<file path="config.mk">
export PLATFORM = sky130hd
export DESIGN_NAME = dma_controller_flat
export DESIGN_NICKNAME = d
export VERILOG_FILES = /design/src/rtl/dma_controller_pkg.sv /design/src/rtl/dma_controller_if.sv /design/src/rtl/dma_controller_regs.sv /design/src/rtl/dma_controller.sv /design/src/flat_wrapper.sv
export SDC_FILE = /design/constraint.sdc
export NUM_CORES = 1
export LEC_CHECK = 0
export ABC_AREA = 1
export ABC_CLOCK_PERIOD_IN_PS = 8100
export BUFFER_PORTS_ARGS = -buffer_cell sky130_fd_sc_hd__clkbuf_2
export CAP_MARGIN = 0
export CORE_ASPECT_RATIO = 0.9
export CORE_UTILIZATION = 55
export CTS_CLUSTER_DIAMETER = 80
export DETAILED_ROUTE_END_ITERATION = 12
export PLACE_DENSITY = 0.8
export SETUP_SLACK_MARGIN = 0.02
export SLEW_MARGIN = 10
export SYNTH_ARGS = -nofsm -noshare
export SYNTH_HDL_FRONTEND = slang
export SYNTH_HIERARCHICAL = 1
export SYNTH_SLANG_ARGS = --single-unit
export TNS_END_PERCENT = 10
</file>
<file path="constraint.sdc">
create_clock -name clk -period 8.1 [get_ports clk]
set_input_delay 0.81 -clock clk [delete_from_list [all_inputs] [get_ports clk]]
set_output_delay 0.81 -clock clk [all_outputs]
set_load 0.01 [all_outputs]
</file>
<file path="src/rtl/dma_controller_pkg.sv">
// Shared constants and types for the single-channel memory-to-memory DMA engine.
// Contents: memory-map window, register offsets, CTRL/STATUS bit positions, FSM state enum.
// Imported by the register block and the engine top.
package dma_controller_pkg;

  localparam int XLEN              = 64;
  localparam int MEMBUS_DATA_WIDTH = 64;

  localparam logic [63:0] MMAP_DMA_BEGIN = 64'h0000_0000_0300_0000;
  localparam logic [63:0] MMAP_DMA_END   = 64'h0000_0000_0300_0FFF;

  // Register offsets relative to MMAP_DMA_BEGIN
  localparam logic [11:0] DMA_OFF_CTRL   = 12'h000;
  localparam logic [11:0] DMA_OFF_SRC    = 12'h004;
  localparam logic [11:0] DMA_OFF_DST    = 12'h008;
  localparam logic [11:0] DMA_OFF_LEN    = 12'h00C;
  localparam logic [11:0] DMA_OFF_STATUS = 12'h010;

  // CTRL bits
  localparam int DMA_CTRL_START = 0;
  localparam int DMA_CTRL_CLR   = 1;
  localparam int DMA_CTRL_IRQEN = 2;

  // STATUS bits
  localparam int DMA_ST_BUSY = 0;
  localparam int DMA_ST_DONE = 1;
  localparam int DMA_ST_ERR  = 2;

  typedef enum logic [1:0] {
    IDLE    = 2'd0,
    RD_REQ  = 2'd1,
    RD_WAIT = 2'd2,
    WR_REQ  = 2'd3
  } DmaState;

endpackage

</file>
<file path="src/rtl/dma_controller_if.sv">
// Bus interfaces of the DMA engine: MMIO register port and membus master port.
// dma_mmio_if: s_valid/s_addr/s_wen/s_wdata in, s_ready/s_rvalid/s_rdata out (slave view).
// dma_membus_if: m_valid/m_addr/m_wen/m_wdata/m_wmask out, m_ready/m_rvalid/m_rdata in (master view).
interface dma_mmio_if #(
  parameter int DATA_WIDTH = 64,
  parameter int ADDR_WIDTH = 64
);
  logic                  s_valid;
  logic                  s_ready;
  logic [ADDR_WIDTH-1:0] s_addr;
  logic                  s_wen;
  logic [DATA_WIDTH-1:0] s_wdata;
  logic                  s_rvalid;
  logic [DATA_WIDTH-1:0] s_rdata;

  modport slave  (input  s_valid, s_addr, s_wen, s_wdata,
                  output s_ready, s_rvalid, s_rdata);
  modport master (output s_valid, s_addr, s_wen, s_wdata,
                  input  s_ready, s_rvalid, s_rdata);
endinterface

interface dma_membus_if #(
  parameter int DATA_WIDTH = 64,
  parameter int ADDR_WIDTH = 64
);
  logic                    m_valid;
  logic                    m_ready;
  logic [ADDR_WIDTH-1:0]   m_addr;
  logic                    m_wen;
  logic [DATA_WIDTH-1:0]   m_wdata;
  logic [DATA_WIDTH/8-1:0] m_wmask;
  logic                    m_rvalid;
  logic [DATA_WIDTH-1:0]   m_rdata;

  modport master (output m_valid, m_addr, m_wen, m_wdata, m_wmask,
                  input  m_ready, m_rvalid, m_rdata);
  modport slave  (input  m_valid, m_addr, m_wen, m_wdata, m_wmask,
                  output m_ready, m_rvalid, m_rdata);
endinterface

</file>
<file path="src/rtl/dma_controller_regs.sv">
// DMA register file: MMIO decode, SRC/DST/LEN/irq_en storage, start/clear pulses, read mux.
// Latency: writes take effect on the next edge; read data returns one cycle after the request.
// Backpressure: none, s_ready is tied high. Ports: clk/rst, mmio slave, engine status in, config out.
module dma_regs
  import dma_controller_pkg::*;
#(
  parameter int DATA_WIDTH = 64,
  parameter int ADDR_WIDTH = 64
) (
  input  logic        clk,
  input  logic        rst,
  dma_mmio_if.slave   mmio,
  input  logic        i_busy,
  input  logic        i_done,
  input  logic        i_err,
  output logic        o_start,
  output logic        o_clr,
  output logic        o_irq_en,
  output logic [31:0] o_src,
  output logic [31:0] o_dst,
  output logic [31:0] o_len
);

  logic [ADDR_WIDTH-1:0] w_off;
  logic                  w_wr;
  logic                  w_rd;
  logic [31:0]           w_wdata;
  logic [31:0]           w_rmux;
  logic [31:0]           w_status;
  logic                  w_unused;

  logic [31:0] r_src;
  logic [31:0] r_dst;
  logic [31:0] r_len;
  logic        r_irq_en;
  logic        r_rvalid;
  logic [31:0] r_rdata;

  assign w_off    = mmio.s_addr - ADDR_WIDTH'(MMAP_DMA_BEGIN);
  assign w_wr     = mmio.s_valid & mmio.s_wen;
  assign w_rd     = mmio.s_valid & ~mmio.s_wen;
  assign w_wdata  = mmio.s_wdata[31:0];
  assign w_unused = &{1'b0, mmio.s_wdata[DATA_WIDTH-1:32]};

  // start/clear are single-cycle pulses; start is dropped while a transfer runs
  assign o_start = w_wr & (w_off == ADDR_WIDTH'(DMA_OFF_CTRL)) & w_wdata[DMA_CTRL_START] & ~i_busy;
  assign o_clr   = w_wr & (w_off == ADDR_WIDTH'(DMA_OFF_CTRL)) & w_wdata[DMA_CTRL_CLR];

  always_comb begin
    w_status              = '0;
    w_status[DMA_ST_BUSY] = i_busy;
    w_status[DMA_ST_DONE] = i_done;
    w_status[DMA_ST_ERR]  = i_err;
  end

  always_comb begin
    w_rmux = '0;
    if (w_off == ADDR_WIDTH'(DMA_OFF_CTRL))        w_rmux[DMA_CTRL_IRQEN] = r_irq_en;
    else if (w_off == ADDR_WIDTH'(DMA_OFF_SRC))    w_rmux = r_src;
    else if (w_off == ADDR_WIDTH'(DMA_OFF_DST))    w_rmux = r_dst;
    else if (w_off == ADDR_WIDTH'(DMA_OFF_LEN))    w_rmux = r_len;
    else if (w_off == ADDR_WIDTH'(DMA_OFF_STATUS)) w_rmux = w_status;
  end

  always_ff @(posedge clk or posedge rst) begin
    if (rst) begin
      r_src    <= '0;
      r_dst    <= '0;
      r_len    <= '0;
      r_irq_en <= 1'b0;
      r_rvalid <= 1'b0;
      r_rdata  <= '0;
    end else begin
      r_rvalid <= w_rd;
      if (w_rd) r_rdata <= w_rmux;
      if (w_wr) begin
        if (w_off == ADDR_WIDTH'(DMA_OFF_CTRL)) r_irq_en <= w_wdata[DMA_CTRL_IRQEN];
        // transfer parameters are frozen while the engine is busy
        if (!i_busy) begin
          if (w_off == ADDR_WIDTH'(DMA_OFF_SRC)) r_src <= w_wdata;
          if (w_off == ADDR_WIDTH'(DMA_OFF_DST)) r_dst <= w_wdata;
          if (w_off == ADDR_WIDTH'(DMA_OFF_LEN)) r_len <= w_wdata;
        end
      end
    end
  end

  assign mmio.s_ready  = 1'b1;
  assign mmio.s_rvalid = r_rvalid;
  assign mmio.s_rdata  = {{(DATA_WIDTH-32){1'b0}}, r_rdata};
  assign o_src         = r_src;
  assign o_dst         = r_dst;
  assign o_len         = r_len;
  assign o_irq_en      = r_irq_en;

endmodule

</file>
<file path="src/rtl/dma_controller.sv">
// Single-channel memory-to-memory DMA: copies LEN bytes one beat at a time (read then write).
// Latency: per beat one read handshake, read response, one write handshake; done/irq on the last write.
// Backpressure: holds m_valid/m_addr/m_wen/m_wdata until m_ready. Ports: clk/rst, mmio slave, membus master, irq.
module dma_controller
  import dma_controller_pkg::*;
#(
  parameter int DATA_WIDTH = MEMBUS_DATA_WIDTH,
  parameter int ADDR_WIDTH = XLEN
) (
  input  logic        clk,
  input  logic        rst,
  dma_mmio_if.slave   mmio,
  dma_membus_if.master mem,
  output logic        irq
);

  localparam logic [31:0] BEAT_BYTES = 32'(DATA_WIDTH / 8);
  localparam logic [31:0] BEAT_MASK  = BEAT_BYTES - 32'd1;

  logic        w_start;
  logic        w_clr;
  logic        w_irq_en;
  logic [31:0] w_src;
  logic [31:0] w_dst;
  logic [31:0] w_len;
  logic        w_misaligned;

  DmaState               r_state;
  logic                  r_m_valid;
  logic                  r_m_wen;
  logic [ADDR_WIDTH-1:0] r_m_addr;
  logic [DATA_WIDTH-1:0] r_buf;
  logic [31:0]           r_cur_src;
  logic [31:0]           r_cur_dst;
  logic [31:0]           r_remain;
  logic                  r_done;
  logic                  r_err;

  dma_regs #(
    .DATA_WIDTH(DATA_WIDTH),
    .ADDR_WIDTH(ADDR_WIDTH)
  ) u_regs (
    .clk      (clk),
    .rst      (rst),
    .mmio     (mmio),
    .i_busy   (r_state != IDLE),
    .i_done   (r_done),
    .i_err    (r_err),
    .o_start  (w_start),
    .o_clr    (w_clr),
    .o_irq_en (w_irq_en),
    .o_src    (w_src),
    .o_dst    (w_dst),
    .o_len    (w_len)
  );

  assign w_misaligned = |(w_src & BEAT_MASK) | |(w_dst & BEAT_MASK) | |(w_len & BEAT_MASK);

  // Later assignments in this block override the clear_done pulse, so a clear and a
  // start/completion in the same cycle resolve as "clear first, then set".
  always_ff @(posedge clk or posedge rst) begin
    if (rst) begin
      r_state   <= IDLE;
      r_m_valid <= 1'b0;
      r_m_wen   <= 1'b0;
      r_m_addr  <= '0;
      r_buf     <= '0;
      r_cur_src <= '0;
      r_cur_dst <= '0;
      r_remain  <= '0;
      r_done    <= 1'b0;
      r_err     <= 1'b0;
    end else begin
      if (w_clr) begin
        r_done <= 1'b0;
        r_err  <= 1'b0;
      end
      case (r_state)
        IDLE: begin
          if (w_start) begin
            if (w_misaligned) begin
              r_err  <= 1'b1;
              r_done <= 1'b1;
            end else if (w_len == '0) begin
              r_err  <= 1'b0;
              r_done <= 1'b1;
            end else begin
              r_err     <= 1'b0;
              r_cur_src <= w_src;
              r_cur_dst <= w_dst;
              r_remain  <= w_len;
              r_m_valid <= 1'b1;
              r_m_wen   <= 1'b0;
              r_m_addr  <= ADDR_WIDTH'(w_src);
              r_state   <= RD_REQ;
            end
          end
        end
        RD_REQ: begin
          if (mem.m_ready) begin
            r_m_valid <= 1'b0;
            r_state   <= RD_WAIT;
          end
        end
        RD_WAIT: begin
          if (mem.m_rvalid) begin
            r_buf     <= mem.m_rdata;
            r_m_valid <= 1'b1;
            r_m_wen   <= 1'b1;
            r_m_addr  <= ADDR_WIDTH'(r_cur_dst);
            r_state   <= WR_REQ;
          end
        end
        WR_REQ: begin
          if (mem.m_ready) begin
            r_cur_src <= r_cur_src + BEAT_BYTES;
            r_cur_dst <= r_cur_dst + BEAT_BYTES;
            r_remain  <= r_remain - BEAT_BYTES;
            r_m_wen   <= 1'b0;
            // remain is about to drop by one beat; this was the last beat if it equals one beat now
            if (r_remain == BEAT_BYTES) begin
              r_done    <= 1'b1;
              r_m_valid <= 1'b0;
              r_state   <= IDLE;
            end else begin
              r_m_addr  <= ADDR_WIDTH'(r_cur_src + BEAT_BYTES);
              r_state   <= RD_REQ;
            end
          end
        end
        default: r_state <= IDLE;
      endcase
    end
  end

  assign mem.m_valid = r_m_valid;
  assign mem.m_wen   = r_m_wen;
  assign mem.m_addr  = r_m_addr;
  assign mem.m_wdata = r_buf;
  assign mem.m_wmask = '1;
  assign irq         = w_irq_en & r_done;

endmodule

</file>
<file path="src/flat_wrapper.sv">
// flat-port wrapper written by rule: the top's interface ports become plain ports
module dma_controller_flat import dma_controller_pkg::*;
#(
  parameter int DATA_WIDTH = MEMBUS_DATA_WIDTH,
  parameter int ADDR_WIDTH = XLEN
)
  (clk, rst, irq, mmio_s_valid, mmio_s_addr, mmio_s_wen, mmio_s_wdata, mmio_s_ready, mmio_s_rvalid, mmio_s_rdata, mem_m_valid, mem_m_addr, mem_m_wen, mem_m_wdata, mem_m_wmask, mem_m_ready, mem_m_rvalid, mem_m_rdata);
  dma_mmio_if #(.DATA_WIDTH(DATA_WIDTH), .ADDR_WIDTH(ADDR_WIDTH)) mmio_i ();
  dma_membus_if #(.DATA_WIDTH(DATA_WIDTH), .ADDR_WIDTH(ADDR_WIDTH)) mem_i ();
  input  logic clk;
  input  logic rst;
  output logic irq;
  input wire logic [$bits(mmio_i.s_valid)-1:0] mmio_s_valid;
  input wire logic [$bits(mmio_i.s_addr)-1:0] mmio_s_addr;
  input wire logic [$bits(mmio_i.s_wen)-1:0] mmio_s_wen;
  input wire logic [$bits(mmio_i.s_wdata)-1:0] mmio_s_wdata;
  output wire logic [$bits(mmio_i.s_ready)-1:0] mmio_s_ready;
  output wire logic [$bits(mmio_i.s_rvalid)-1:0] mmio_s_rvalid;
  output wire logic [$bits(mmio_i.s_rdata)-1:0] mmio_s_rdata;
  output wire logic [$bits(mem_i.m_valid)-1:0] mem_m_valid;
  output wire logic [$bits(mem_i.m_addr)-1:0] mem_m_addr;
  output wire logic [$bits(mem_i.m_wen)-1:0] mem_m_wen;
  output wire logic [$bits(mem_i.m_wdata)-1:0] mem_m_wdata;
  output wire logic [$bits(mem_i.m_wmask)-1:0] mem_m_wmask;
  input wire logic [$bits(mem_i.m_ready)-1:0] mem_m_ready;
  input wire logic [$bits(mem_i.m_rvalid)-1:0] mem_m_rvalid;
  input wire logic [$bits(mem_i.m_rdata)-1:0] mem_m_rdata;
  assign mmio_i.s_valid = mmio_s_valid;
  assign mmio_i.s_addr = mmio_s_addr;
  assign mmio_i.s_wen = mmio_s_wen;
  assign mmio_i.s_wdata = mmio_s_wdata;
  assign mmio_s_ready = mmio_i.s_ready;
  assign mmio_s_rvalid = mmio_i.s_rvalid;
  assign mmio_s_rdata = mmio_i.s_rdata;
  assign mem_m_valid = mem_i.m_valid;
  assign mem_m_addr = mem_i.m_addr;
  assign mem_m_wen = mem_i.m_wen;
  assign mem_m_wdata = mem_i.m_wdata;
  assign mem_m_wmask = mem_i.m_wmask;
  assign mem_i.m_ready = mem_m_ready;
  assign mem_i.m_rvalid = mem_m_rvalid;
  assign mem_i.m_rdata = mem_m_rdata;
  dma_controller #(.DATA_WIDTH(DATA_WIDTH), .ADDR_WIDTH(ADDR_WIDTH)) u_core (.clk(clk), .rst(rst), .mmio(mmio_i), .mem(mem_i), .irq(irq));
endmodule
</file>
# Word-level counts from Yosys, hierarchy flattened
# Index checks and enable logic that the tools add are counted.
# word_totals
in_bits	198
register_bits	360
elab_cells	127
# op_classes
bitwise	11
muxes	60
reduce_logical	19
n_eq_ne	16
n_addsub	5
# ops
operator	count
$mux W32	15
$mux W64	6
$pmux W32 S2	3
$pmux W64 S3	1
$eq A64 B4 Y1 const B	2
$add A32 B4 Y32 const B	2
$eq A64 B3 Y1 const B	1
$eq A64 B5 Y1 const B	1
$logic_not A64 Y1	1
$sub A64 B26 Y64 const B	1
$add A32 B4 Y33 const B	1
$eq A32 B4 Y1 const B	1
$logic_not A32 Y1	1
$sub A32 B4 Y32 const B	1
$mux W29	1
$mux W1	22
$mux W2	7
$ne A2 B2 Y1 const B	7
$reduce_and A7 Y1	2
$reduce_and A6 Y1	2
$reduce_and A3 Y1	3
$reduce_or A3 Y1	3
$pmux W2 S4	1
$and A1 B1 Y1	7
other kinds (14)	19

# Longest topological paths before layout
# logic_depth
ltp_word	9
depth_mapped	21
mapped_depth_nobuf	20

# Modules after synthesis
# The synthesis kept the hierarchy.
# by_module_without_submodules
module	instances	seq_area_each_um2	cells_per_inst	area_each_um2
dma_controller	1	4979.8	1731	12101.6
dma_regs	1	3253.1	1063	7430.9

# Worst setup path after synthesis
# Ideal clock, no wire load.
# synth_timing
path_kind	input to register
startpoint	input port mmio_s_addr[26]
endpoint	register u_core.r_cur_src[5]
arrival_ns	3.210
slack_ns	4.768
path_stages	21
setup_ns	0.122
path_cell_list	nor2_4 -> nand2_4 -> nor2_4 -> nand2_1 -> nor2_1 -> nand2_1 -> nand2_1 -> nand2_1 -> nor2_1 -> nand3_1 -> nor2_1 -> nand3_1 -> nor2_1 -> and3_1 -> nand3_2 -> a21oi_1 -> nand3_1 -> buf_4 -> buf_4 -> nand2_1 -> o21ai_1
# synth_between
elab_chain_cells	7
# synth_rtl
item	line	text
start, declared	flat_wrapper.sv:14	input wire logic [$bits(mmio_i.s_addr)-1:0] mmio_s_addr;
$sub A64 B26 Y64	dma_controller_regs.sv:39	assign w_off = mmio.s_addr - ADDR_WIDTH'(MMAP_DMA_BEGIN);
$logic_not A64 Y1	dma_controller_regs.sv:46	assign o_start = w_wr & (w_off == ADDR_WIDTH'(DMA_OFF_CTRL)) & w_wdata[DMA_CTRL_START] & ~i_busy;
$and A1 B1 Y1 (3 in a row)	dma_controller_regs.sv:46	
net u_core.w_start	dma_controller.sv:20	logic w_start;
$ne A2 B2 Y1 (no line)	--	
$reduce_and A5 Y1 (no line)	--	
end signal, assigned	dma_controller.sv:89	r_cur_src <= w_src;
end signal, assigned	dma_controller.sv:116	r_cur_src <= r_cur_src + BEAT_BYTES;
end, declared	dma_controller.sv:33	logic [31:0] r_cur_src;
# The timed path passes the listed nets, and every way through them passes these cells.
# A chain may end at the register's enable or synchronous reset.

# Final worst setup path
# layout_timing
startpoint	input port mmio_s_addr[29]
endpoint	register u_core.r_cur_src[20]
# Same word-level chain as after synthesis.

==> impl.org <==
** Clock network
- Later-pin clock latency in the skew report :: 540 ps
- Post-CTS setup buffer count :: 0
- The clock tree synthesis step divided the H-tree into 2 levels.
- Once the clock tree was built, the resizer swapped 0 gates to a different size.
- The clock passes through at most 3 buffers.
- TritonCTS built the clock tree.
- Number of sinks handled by clock tree synthesis :: 329
- Reg clk slew, reported paths :: about 60 ps
- The cell sitting at the root of the clock tree is a clkbuf_16.
- Hold_buf cts :: 0
- TritonCTS created 36 clock buffers.

** Global route
- The first global-routing pass estimated 96.3 mm of wire.
- Pin count of the biggest net entering global routing :: 121
- Global router's overall resource usage :: 33.1%
- For this run, global-route usage on met3 was measured as 7.05%.
- Global routing used 48.3% of the available met1 tracks.
- The number of antenna violations at the first check in global routing came to 4.
- Remaining Overflow, GRT :: 0
- Most used routing layer in global routing :: met2
- GR Util met2 :: 49.8%
- The via count of the first global-routing pass is 18,100.

** Final layout
- Registers take just over 8000 um2.
- In the final layout, the multi-input gates occupy 9760 um2.
- Total Nets Final :: about 3,300
- Final standard cell utilization of the core :: 63.3%
- Area grow syn2layout :: 13.7%
- Cells with a size suffix above 1 make up 16.0% of the layout.
- Post-route non-filler standard cell count :: 3,551
- Fillers :: between 3,000 and 4,000

** Synth
- Average cell area after synthesis :: 6.99 um2
- In this run the cell area of the synthesized design comes to 19,500 um2.
- The synthesized netlist contains 43 unique library cells.
- Proportion of synthesized chip area in sequential cells :: 42.1%
- Synthesis produced a netlist whose cell count is 2,794.
- During synthesis, Yosys emitted a total of 6 warnings.
- Synthesized flop and latch total :: 329

** Worst setup path
- Critical path startpoint :: mmio_s_addr[29]
- Crit Reg-Reg Startpoint :: u_core/r_state[1]
- Of all nets on the critical path, the largest fanout is 58.
- Data on the critical path arrives at its endpoint at 4780 ps.
- The cell that appears most often on the critical path is nand2_1.
- Ordered cell list for the critical path :: clkbuf_2 > nor2_4 > nand2_1 > nor2_4 > nand2_1 > nor2_1 > inv_1 > nand2_1 > nand4_1 > nor2_1 > nand2_1 > nor2_1 > nand3_1 > nor2_1 > and3_1 > nand3_2 > a21oi_1 > nand3_4 > inv_2 > buf_12 > nand2_1 > nand2_1
- Startpoint class of the critical path :: input port
- The slowest stage of the critical path belongs to the cell and3_1.
- For flop-to-flop paths, the worst setup slack is 4670 ps.
- The worst setup path is captured at a flop.
- Critical Path Max Stage Delay :: 360 ps
- The setup path with the least slack is of type in2reg.
- Required time of the critical path :: between 8000 and 9000 ps

** Power and ir drop
- Pwr Density :: 274 nW/um2
- Leakage power of the design :: 11.9 nW
- Design Power :: just over 6 mW
- Worst vdd rail ir drop :: 256 uV

** Detailed routing
- In the final routed layout, each cell accounts on average for 16.9 um.
- The routed layout has 19,400 vias.
- Violation count after the first detailed-route iteration :: 2,458
- DRC errors left :: 0
- Drt first pass iters :: 6
- Routed wire length :: 59.9 mm
- Antenna Nets Post-Route :: 0
- In the routed layout, each cell is associated on average with a via count of between 5 and 6.

** Floorplan
- Initial core utilization :: 55.7%
- The die covers between 30,000 and 40,000 um2.
- Core Box Area :: 35,100 um2
- The floorplan step set the die width to roughly 200 um.
- In this run the vertical extent of the chip is 181 um.
- Pin placement for this block handled 403 I/O pins.
- The initialized floorplan defines 65 standard-cell rows.

** STA
- Slew Limit Headroom :: 21.7%
- Setup repair after global routing left no endpoint under its margin.
- The number of max-slew violations in the final report is 0.
- For the pin with the worst max-slew slack, the measured transition is between 1000 and 1500 ps.
- Setup violators final :: 0
- The routed design could run at a clock period as short as about 4300 ps.
- Based on the critical path, the design can be clocked at up to 232 MHz.
- Of the available clock period, the critical path in the final layout requires 53.3%.
- Between clock sinks in the finished design, the worst skew comes to 35.3 ps.
- The final hold violation count is 0.
- Summed over all failing endpoints, the final setup total negative slack is 0 ps.

** Placement
- At the end of routability-driven placement, the weighted congestion stood at a little under 1.
- Placed cell count :: around 3,500
- Buffers placed on the I/O ports in this run total 298.
- Post-DP HPWL :: approximately 44 mm

** Run
- Maxcap violations :: 0

** Worst hold path
- The worst hold path belongs to the class in2async.

** Run status
- Outcome :: finished clean
==> cell usage after synthesis (all sizes together) <==
cell type	n	share of area, %
a21oi	16	0.41
a22oi	15	0.58
and2	2	0.064
and3	2	0.064
buf	127	4.5
clkbuf	34	0.65
clkinv	1	0.019
conb	4	0.077
dfrtp	329	42
ha	9	0.58
inv	212	4.1
mux2	64	3.7
mux2i	3	0.15
nand2	1203	23
nand3	166	4.4
nand3b	21	0.81
nand4	37	1.2
nor2	326	6.8
nor3	20	0.65
nor4	8	0.26
o211ai	5	0.19
o21a	5	0.19
o21ai	148	3.8
o21bai	11	0.42
o221ai	7	0.31
o31ai	6	0.23
or2	8	0.26
xnor2	2	0.090
xor2	3	0.13
==> state kept, by name (all words and copies together) (netlist names), 2 cells and up <==
register	cells
u_core/r_state	2
u_core/mem.m_wdata	64
u_core/r_cur_src	32
u_core/mem.m_addr	33
u_core/r_remain	32
u_core/r_cur_dst	32
u_core/u_regs/r_rdata	32
u_core/u_regs/o_dst	32
u_core/u_regs/o_src	32
u_core/u_regs/o_len	32
==> power by group <==
group          total, mW  switching [mW]  leakage (nW)  internal, mW
registers           2.09           0.197          4.44          1.89
clock network       1.64           0.674         0.586         0.970
logic               2.36            1.60          6.86         0.766
total               6.09            2.47          11.9          3.63
==> final timing paths <==
path / to / cells past startpoint
max: u_core/r_cur_src[20] / 22
min: u_core/u_regs/o_len[21] / 2
min reg2reg: u_core/r_cur_dst[1] / 2
max reg2reg: u_core/r_cur_src[20] / 12
max in group asynchronous: u_core/mem.m_wdata[18] / 3
min in group clk: u_core/r_cur_dst[1] / 2
==> metal layers <==
layer	up-vias	share of wire, %
met1	9030	43
met4	0	2.4
met2	1043	43
li1	9199	-
met5	-	0
met3	92	11
==> cell families (layout without fill, tap and decap cells) <==
group | count (synthesis) | count (layout) | share of synthesized area [%]
AND/OR/NAND/NOR | 1793 | 1793 | 37.7
buffers and inverters | 374 | 590 | 9.27
flip-flops | 329 | 329 | 42.1
AO/OA/AOI/OAI | 213 | 213 | 6.17
multiplexers | 67 | 67 | 3.84
adder cells (fa/ha/maj) | 9 | 9 | 0.577
XOR/XNOR | 5 | 5 | 0.224
other | 4 | 76 | 0.0768
==> layout make-up <==
type | instances | share of cell area [%]
tap | 469 | 2.64
sequential | 329 | 37.1
clock inverter | 16 | 0.671
clock buffer | 49 | 4.69
antenna | 4 | 0.0451
inverter | 213 | 3.65
timing repair buffer | 312 | 7.25
multi-input combinational | 2159 | 44.0
==> worst max-delay path, delay by kind of cell <==
family                 cells  cell delay (ps)
AND/OR/NAND/NOR           17             2780
AO/OA/AOI/OAI              1              270
buffers and inverters      4              860
==> per-stage QoR <==
stage	instance area, um2	setup WS [ps]	hold slack, ps
floorplan	19800	1860	436
global placement	21000	3460	449
detailed placement	21000	3390	457
CTS	22200	3950	420
global route	22200	3490	448
finish	22200	3790	416
==> cell usage in the layout (no fill, tap or decap), types with 11 or more instances in the layout <==
| cell | instances |
|---|---|
| nand2_1 | 1193 |
| dfrtp_1 | 329 |
| nor2_1 | 302 |
| clkbuf_2 | 298 |
| inv_1 | 205 |
| nand3_1 | 161 |
| o21ai_1 | 91 |
| conb_1 | 72 |
| mux2_2 | 64 |
| o21ai_0 | 55 |
| clkbuf_16 | 37 |
| nand4_1 | 37 |
| nand3b_1 | 21 |
| nor3_1 | 17 |
| nor2_2 | 16 |
| a21oi_1 | 16 |
| a22oi_1 | 15 |
| buf_4 | 13 |
| o21bai_1 | 11 |
No activity file was read; power rests on OpenSTA's default activity.
